===== config.mk =====
export PLATFORM = sky130hd
export DESIGN_NAME = sipo_deser
export DESIGN_NICKNAME = d
export VERILOG_FILES = /design/src/rtl/sipo_deser_pkg.sv /design/src/rtl/sipo_deser.sv
export SDC_FILE = /design/constraint.sdc
export NUM_CORES = 1
export LEC_CHECK = 0
export CORE_ASPECT_RATIO = 0.7
export CORE_MARGIN = 4
export CORE_UTILIZATION = 47
export CTS_BUF_LIST = sky130_fd_sc_hd__clkbuf_8
export DETAILED_ROUTE_END_ITERATION = 10
export GPL_ROUTABILITY_DRIVEN = 1
export PLACE_DENSITY = 0.83
export SYNTH_ARGS = -nofsm -noshare
export SYNTH_HDL_FRONTEND = slang
export SYNTH_SLANG_ARGS = --single-unit

===== constraint.sdc =====
create_clock -name clk -period 1.3 [get_ports clk]
set_clock_uncertainty 0.2 [all_clocks]
set_input_delay 0.325 -clock clk [delete_from_list [all_inputs] [get_ports clk]]
set_output_delay 0.325 -clock clk [all_outputs]
set_load 0.05 [all_outputs]

===== src/rtl/sipo_deser_pkg.sv =====
// Shared constants and types for the serial-in/parallel-out deserializer.
package sipo_pkg;

    localparam int DEFAULT_WIDTH   = 8;
    localparam bit MSB_FIRST_ORDER = 1'b1;
    localparam bit LSB_FIRST_ORDER = 1'b0;

    typedef enum logic {
        OUT_EMPTY = 1'b0,
        OUT_FULL  = 1'b1
    } out_state_t;

    // Ceiling log2, never below 1 so a counter is always at least one bit wide.
    function automatic int clog2(input int value);
        int result;
        result = 0;
        while ((1 << result) < value) begin
            result = result + 1;
        end
        if (result < 1) begin
            result = 1;
        end
        return result;
    endfunction

endpackage


===== src/rtl/sipo_deser.sv =====
// Parametrised SIPO deserializer with a one-word output register, valid/ready
// handshake and sticky overflow when a completed word finds the register busy.
module sipo_deser
    import sipo_pkg::*;
#(
    parameter int  WIDTH     = DEFAULT_WIDTH,
    parameter bit  MSB_FIRST = MSB_FIRST_ORDER,
    localparam int CNT_W     = clog2(WIDTH)
) (
    input  logic             clk,
    input  logic             rst,
    input  logic             clr,
    input  logic             sin_valid,
    input  logic             sin_data,
    output logic [WIDTH-1:0] pout_data,
    output logic             pout_valid,
    input  logic             pout_ready,
    output logic [CNT_W-1:0] bit_cnt,
    output logic             overflow
);

    localparam logic [CNT_W-1:0] LAST_CNT = CNT_W'(WIDTH - 1);

    logic [WIDTH-1:0] shift_reg;
    logic [WIDTH-1:0] shifted;
    logic             complete;
    logic             load_word;
    logic             drop_word;
    out_state_t       state_q;
    out_state_t       state_d;

    // The completed word is the post-shift value, so it includes the current bit.
    generate
        if (MSB_FIRST) begin : g_msb_first
            assign shifted = {shift_reg[WIDTH-2:0], sin_data};
        end else begin : g_lsb_first
            assign shifted = {sin_data, shift_reg[WIDTH-1:1]};
        end
    endgenerate

    assign complete   = sin_valid && (bit_cnt == LAST_CNT);
    assign pout_valid = (state_q == OUT_FULL);

    always_comb begin
        // NOTE: every output of this block gets a default first so no path can infer a latch.
        state_d   = state_q;
        load_word = 1'b0;
        drop_word = 1'b0;
        case (state_q)
            OUT_EMPTY: begin
                if (complete) begin
                    state_d   = OUT_FULL;
                    load_word = 1'b1;
                end
            end
            OUT_FULL: begin
                if (pout_ready) begin
                    load_word = complete;
                    state_d   = complete ? OUT_FULL : OUT_EMPTY;
                end else if (complete) begin
                    drop_word = 1'b1;
                end
            end
            default: state_d = OUT_EMPTY;
        endcase
    end

    // NOTE: sequential state uses non-blocking assignments so every register samples pre-edge values.
    always_ff @(posedge clk or posedge rst) begin
        if (rst) begin
            state_q   <= OUT_EMPTY;
            shift_reg <= '0;
            pout_data <= '0;
            bit_cnt   <= '0;
            overflow  <= 1'b0;
        end else if (clr) begin
            state_q   <= OUT_EMPTY;
            shift_reg <= '0;
            pout_data <= '0;
            bit_cnt   <= '0;
            overflow  <= 1'b0;
        end else begin
            state_q <= state_d;
            if (sin_valid) begin
                shift_reg <= shifted;
                bit_cnt   <= (bit_cnt == LAST_CNT) ? '0 : bit_cnt + CNT_W'(1);
            end
            if (load_word) begin
                pout_data <= shifted;
            end
            if (drop_word) begin
                overflow <= 1'b1;
            end
        end
    end

endmodule


; After elaboration in Yosys (flattened, before gate mapping)
; Cells that the tools add are included.
[op_classes]
add_sub_neg = 1
n_eq_ne = 1
n_mux = 17
bitwise = 1
reduce_logical = 4
[ops]
columns = op, n
row1 = 8-bit two-way mux, 2
row2 = 7-bit two-way mux, 2
row3 = 3-bit two-way mux, 3
row4 = 1-bit two-way mux, 8
row5 = 2-bit nonzero test, 3
row6 = 1-bit one-hot mux with 2 select lines, 2
row7 = 3-bit by 1-bit adder with 3-bit output (second input constant), 1
row8 = 3-bit == test (second input constant), 1
row9 = 1-bit logical AND, 1
row10 = 1-bit inverter, 1
[totals]
regBits = 20
input_bits = 6
output_inout_bits = 13
elab_cells = 29

; Longest topological paths before layout
; Gate-level depths: netlist of run 1.
[logic_depth]
word_depth = 7
ltp_mapped = 5
ltp_nobuf = 5

; Worst setup path before layout of run 1
; Ideal clock, no wire load.
[synth_timing]
path_type = reg-to-reg
from = register bit_cnt[0]
to = register pout_data[0]
setup_ns = 0.079
arrival_time_ns = 1.522
t_required_ns = 1.021
slack_ns = -0.501
path_stages_with_launch = 6
path_buffers = 0
synth_period_minus_slack_ns = 1.801
cell_sequence = dfrtp_1 ha_1 ha_1 nand2_4 nor2_8 mux2i_1
[synth_via]
elab_chain_cells = 5
word_cells_on_any_way = 6
classes_between = eq/ne: 1 / mux: 3 / reduce/logical: 2
[synth_lines]
columns = element, line
row1 = start: declaration, sipo_deser.sv:18  ; output logic [CNT_W-1:0] bit_cnt,
row2 = start signal: assignment, sipo_deser.sv:86  ; bit_cnt <= (bit_cnt == LAST_CNT) ? '0 : bit_cnt + CNT_W'(1);
row3 = 3-bit == test (*), sipo_deser.sv:41  ; assign complete = sin_valid && (bit_cnt == LAST_CNT);
row4 = 1-bit logical AND (*), sipo_deser.sv:41
row5 = "1-bit two-way mux, on equally long branches", "sipo_deser.sv:57, sipo_deser.sv:51"
row6 = 1-bit one-hot mux with 2 select lines (*), sipo_deser.sv:49  ; case (state_q)
row7 = 2-bit nonzero test (no line) (*), --
row8 = end signal: assignment, sipo_deser.sv:89  ; pout_data <= shifted;
row9 = end: declaration, sipo_deser.sv:15  ; output logic [WIDTH-1:0] pout_data,
; Mark *: on every way between the ends. The rest lies on a longest branch, timed or not.
; A chain may end at the register's enable or synchronous reset.

; Worst setup path in the final report of run 1
[layout_timing]
from = register bit_cnt[0]
to = output bit_cnt[0]
; No word-level cell between the ends.

==> metrics.cfg, run 1 <==
[sta]
hold_viol=0
post-route-min-period_ns=1.49
max_slew_margin_pct=88.3
finalSetupViolCount=24
worstMarginPinSlew_ns=0.171
maxSlewViolCount=0
fmax_mhz=672
rsz0062_at_grt=true
hold-worst-slack_ns=0.0817
period_share_pct=114
fin_ws_ns=-0.188

[clock_network]
clock_latency_ns=0.26
cts_sinks=20
cts_buffers=3
clk_pin_slew_ns=0.07
cts_buffer_depth=2
htreeDepth=1
cts_tree=built
cts_hold_buf=0
root_buffer=clkbuf_8

[synthesis]
syn_area_um2=957
synth_cell_types=14
yosysMostFrequentCell=dfrtp_1
yosys.area.top_type=dfrtp_1
synth_compound_area_share_pct=1.18
yosys.area_share.simple_pct=19.9
ys_seq_area_share_pct=52.3
yosysWarnings=0
yosysTopAreaCellShare_pct=52.3
syn_avg_cell_area_um2=12.0
synth_top_family_by_area=simple AND/OR/NAND/NOR gates
syn_nets=88
synth_mux_area_share_pct=18.8
yosys.area_share.xor_xnor_pct=0
synth-main-ff-cell=dfrtp_1
synthCells=80
synth-edff-count=0
synth_area_leaders=dfrtp_1, mux2i_1, nand2b_1
async_flop_share_pct=100
yosys.area_share.adder_pct=2.61
synth_common_cells=dfrtp_1, mux2i_1, nand2b_1
synth_seq_cells=20

[final_layout]
fin_cells=138
nNetsFinal=125
area_delta_synth_final_pct=60.0
largest_register_ffs=8
drive_gt1_share_pct=38.8
ff_latch_area_um2=504
multi_input_area_um2=443
final_util_pct=81.2
fillers=111
antenna_cells=0

[power_and_ir_drop]
p_sw_share_pct=23.7
ir_drop_mv=0.725
p_per_area_nw_per_um2=808
p_leak_nw=0.702
clock_power_share_pct=33.1
p_int_w=0.000944
seqPwrFrac_pct=52.0
combPwrFrac_pct=14.9
p_sw_w=0.000294

[flow_run]
cap_violations=0

[global_route]
globalRouteOverflowTotal=0
grt_use_total_pct=19.2
grt_pass1_vias=740
grt_max_degree=22
grt_pass1_wl_um=3710
antenna_found_initial=0

[status]
status=finished, violations left
failed_checks=setup timing

[place]
dpl_worst_slack_ns=-0.399
dp.cells=124
gp_congestion=0.695
dp_hpwl_um=1430
port_buffers=18

[die]
die-area_um2=2830
rows=13
die_w_um=61.9
die_h_um=45.8
initial_core_util_pct=50.7
ioPinCount=19
core-area_um2=1890

[route]
drc=0
postRouteWirelength_um=2240
routedWlPerCell_um=16.2
routed-via-count=721
drt_iter0_markers=26
ant_nets=0
via_per_inst=5.22
first_pass_iters=4

[worst_hold_path]
hp-class=in -> async

[critical_path]
timing.setup.critical_path_class=reg -> out
crit_path_end_kind=primary output
cp.arrival_ns=0.96
rrSetupSlack_ns=-0.16
start_kind=register
worstPathMaxFanout=2
crit_required_ns=0.77

[worst paths after layout]
| path | start | to | cells past startpoint |
|---|---|---|---|
| worst max-delay path | bit_cnt[0] | bit_cnt[0] | 2 |
| worst min-delay path | rst | bit_cnt[0] | 2 |
| min in group clk | shift_reg[6] | shift_reg[6] | 2 |
| worst max register to register | bit_cnt[1] | bit_cnt[0] | 6 |
| max in group asynchronous | rst | pout_data[7] | 3 |
| worst min register to register | shift_reg[6] | shift_reg[6] | 2 |
[repair_timing]
item | 4_1_cts | 5_1_grt
pin swaps | 1 | 3
setup endpoints to repair | 31 | 25
setup buffers | 5 | 5
resized for setup | 6 | 3
[kinds of logic after synthesis]
kind of cell / Yosys count
fa+ha+maj: 2
buf+inv: 6
flops: 20
mux: 18
simple gates: 32
compound gates: 2
[worst max-delay path, cell delays in order (launching register included)]
cell     delay, ns
dfrtp_2       0.44
buf_6         0.13
buf_12        0.14
[cells in the final DEF (no fill, tap or decap)]
master           instances
and2b_4                  1
dfrtp_1                 17
ha_4                     2
buf_12                  16
nand2b_1                16
inv_1                    2
nor2_4                   1
dfrtp_2                  3
mux2i_1                 18
dlygate4sd2_1            1
a21oi_2                  1
buf_4                   11
nor2_8                   1
clkdlybuf4s50_1          4
nand2_4                  1
nor2_1                  12
buf_6                    5
a31oi_1                  1
clkbuf_8                 3
[power by group through the flow]
| stage | registers (W) | logic [W] | clock network, W |
|---|---|---|---|
| after CTS | 0.000643 | 0.000178 | 0.000424 |
| after floorplan | 0.000673 | 0.0000694 | 0 |
| after global routing | 0.000644 | 0.000199 | 0.000471 |
| final | 0.000644 | 0.000185 | 0.000409 |
| after global placement | 0.000653 | 0.000163 | 0 |
| after detailed placement | 0.000654 | 0.000169 | 0 |
[final cells by class]
class / count / area share (%)
repair buffers: 37 / 33.2
flip-flops and latches: 20 / 32.9
multi-input cells: 54 / 28.9
clock buffers: 3 / 2.70
well taps: 22 / 1.80
clock inverters: 1 / 0.245
inverters: 1 / 0.245
[stage by stage]
step | power [W] | TNS [ns] | instance area, um^2
3_3_place_gp | 0.000816 | -6.47 | 1380
4_1_cts | 0.00125 | -2.62 | 1480
6_report | 0.00124 | -2.70 | 1530
3_5_place_dp | 0.000823 | -6.85 | 1380
5_1_grt | 0.00131 | -3.72 | 1530
2_1_floorplan | 0.000743 | -2.41 | 986
[layer usage]
| layer | track usage, % | share of wire (%) |
|---|---|---|
| met2 | 29.8 | 54 |
| met4 | 5.93 | 1.9 |
| met5 | 0 | 0 |
| met1 | 24.4 | 39 |
| met3 | 8.22 | 5.1 |
Power figures use the tool's default switching activity.
==> run 2, diff against run 1 <==
--- a/config.mk
+++ b/config.mk
@@ -6,12 +6,13 @@
 export NUM_CORES = 1
 export LEC_CHECK = 0
 export CORE_ASPECT_RATIO = 0.7
-export CORE_MARGIN = 4
+export CORE_MARGIN = 2
 export CORE_UTILIZATION = 47
 export CTS_BUF_LIST = sky130_fd_sc_hd__clkbuf_8
 export DETAILED_ROUTE_END_ITERATION = 10
 export GPL_ROUTABILITY_DRIVEN = 1
-export PLACE_DENSITY = 0.83
+export HOLD_SLACK_MARGIN = 0.02
+export PLACE_DENSITY_LB_ADDON = 0.25
 export SYNTH_ARGS = -nofsm -noshare
 export SYNTH_HDL_FRONTEND = slang
 export SYNTH_SLANG_ARGS = --single-unit
==> run 2 against run 1 <==
Compared with the run above:
- the flow still finishes with violations (setup timing)
- setup slack better by 0.0080 ns
- final cell count unchanged
- hold slack worse by 0.00058 ns
- core utilization grew 0.33 points
==> metrics.cfg, run 2 (same netlist as run 1, synthesis figures left out) <==
[route]
routedWlPerCell_um=14.3  ; -12%
routed-via-count=701  ; -2.8%
drc=0  ; unchanged
first_pass_iters=3  ; -1
via_per_inst=5.08  ; -2.8%
ant_nets=0  ; unchanged
drt_iter0_markers=9  ; -65%
postRouteWirelength_um=1970  ; -12%

[clock_network]
cts_sinks=20  ; unchanged
clock_latency_ns=0.25  ; about the same
cts_tree=built
cts_buffers=3  ; unchanged
cts_hold_buf=0  ; unchanged
htreeDepth=1  ; unchanged
root_buffer=clkbuf_8
clk_pin_slew_ns=0.07  ; about the same
cts_buffer_depth=2  ; unchanged

[critical_path]
start_kind=register
crit_required_ns=0.77  ; about the same
crit_path_end_kind=primary output
worstPathMaxFanout=2  ; unchanged
rr_startpoint=bit_cnt[1]
timing.setup.critical_path_class=reg -> out
cp-startpoint=bit_cnt[0]
cp.arrival_ns=0.95  ; about the same

[die]
core-area_um2=1890  ; unchanged
ioPinCount=19  ; unchanged
die_w_um=57.9  ; -6.5%
initial_core_util_pct=50.7  ; unchanged
die_h_um=41.8  ; -8.7%
rows=13  ; unchanged
die-area_um2=2420  ; -15%

[global_route]
grt_pass1_vias=702  ; -5.1%
grt_use_total_pct=18.2  ; -0.98 points
globalRouteOverflowTotal=0  ; unchanged
grt_max_degree=18  ; -18%
antenna_found_initial=0  ; unchanged
grt_pass1_wl_um=3310  ; -11%

[sta]
period_share_pct=114  ; -0.62 points
hold-worst-slack_ns=0.0811  ; -0.000582 ns
post-route-min-period_ns=1.48  ; -0.00803 ns
worstMarginPinSlew_ns=0.211  ; +0.0397 ns
rsz0062_at_grt=true
fmax_mhz=676  ; +0.54%
fin_ws_ns=-0.179  ; +0.00803 ns
maxSlewViolCount=0  ; unchanged
max_slew_margin_pct=86.0  ; -2.3 points
hold_viol=0  ; unchanged
finalSetupViolCount=25  ; +4.2%

[power_and_ir_drop]
seqPwrFrac_pct=50.2  ; -1.8 points
p_per_area_nw_per_um2=833  ; +3.1%
clock_power_share_pct=35.6  ; +2.5 points
ir_drop_mv=1.15  ; +59%
combPwrFrac_pct=14.2  ; -0.7 points
p_int_w=0.000999  ; +5.9%
p_leak_nw=0.696  ; -0.92%
p_sw_share_pct=22.0  ; -1.7 points
p_sw_w=0.000282  ; -4.0%

[place]
gp_congestion=0.807  ; +16%
port_buffers=18  ; unchanged
dp_hpwl_um=1360  ; -4.9%
dp.cells=128  ; +3.2%

[flow_run]
cap_violations=0  ; unchanged

[final_layout]
area_delta_synth_final_pct=60.7
nNetsFinal=125  ; unchanged
final_cell_mix=mux2i_1, dfrtp_1, nand2b_1
fin_cells=138  ; unchanged
largest_register_ffs=8  ; unchanged
drive_gt1_share_pct=41.4  ; +2.6 points
layout_commonest_cell=mux2i_1
antenna_cells=0  ; unchanged

[worst_hold_path]
hp-class=in -> async

[status]
failed_checks=setup timing
status=finished, violations left

-- run 2: per-stage QoR --
stage | utilization, % | power [W] | setup TNS, ns | instance area [um^2] | worst slack (ns)
3_3_place_gp | 73.5 | 0.000813 | -6.47 | 1390 | -0.376
2_1_floorplan | - | 0.000743 | -2.41 | 986 | -0.262
5_1_grt | 81.5 | 0.00134 | -3.37 | 1540 | -0.216
6_report | 81.5 | 0.00128 | -2.45 | 1540 | -0.179
4_1_cts | 79.8 | 0.00128 | -2.60 | 1510 | -0.180
3_5_place_dp | 73.5 | 0.000817 | -6.98 | 1390 | -0.405
-- run 2: power groups by stage --
stage	Combinational, W	Clock, W	Sequential [W]
after floorplan	0.0000694	0	0.000673
after global placement	0.000160	0	0.000653
after detailed placement	0.000163	0	0.000653
after CTS	0.000173	0.000467	0.000643
after global routing	0.000196	0.000498	0.000643
final	0.000182	0.000457	0.000643
-- run 2: path summary, 6_finish.rpt --
| path | end | slack [ns] | cells after the start |
|---|---|---|---|
| worst min-delay path | bit_cnt[1] | 0.08 | 2 |
| worst min register to register | pout_data[7] | 0.35 | 2 |
| worst max register to register | pout_data[2] | -0.17 | 5 |
| worst max-delay path | bit_cnt[0] | -0.18 | 2 |
| max in group asynchronous | shift_reg[2] | 0.48 | 3 |
| min in group clk | pout_data[7] | 0.35 | 2 |
-- run 2: final cells by class --
class	instances	area [um^2]
multi-input cells	54	460
flip-flops and latches	20	504
inverters	1	3.75
clock buffers	4	55.1
repair buffers	37	487
well taps	22	27.5
fillers	108	349
-- run 2: worst max-delay path: stages, from the launching register on --
cell and delay [ns]:
dfrtp_2 0.43, buf_6 0.13, buf_12 0.14
-- run 2: per-layer routing --
layer / share of wire (%) / track usage [%]
met5: 0 / 0
met4: 0 / 1.40
met3: 4.0 / 7.17
met2: 51 / 29.1
met1: 45 / 24.6
-- run 2: what timing repair did --
item,CTS,global route
pin swaps,3,2
setup endpoints to repair,33,25
endpoints found under the hold margin,0,0
setup buffers,5,1
resized for setup,8,4
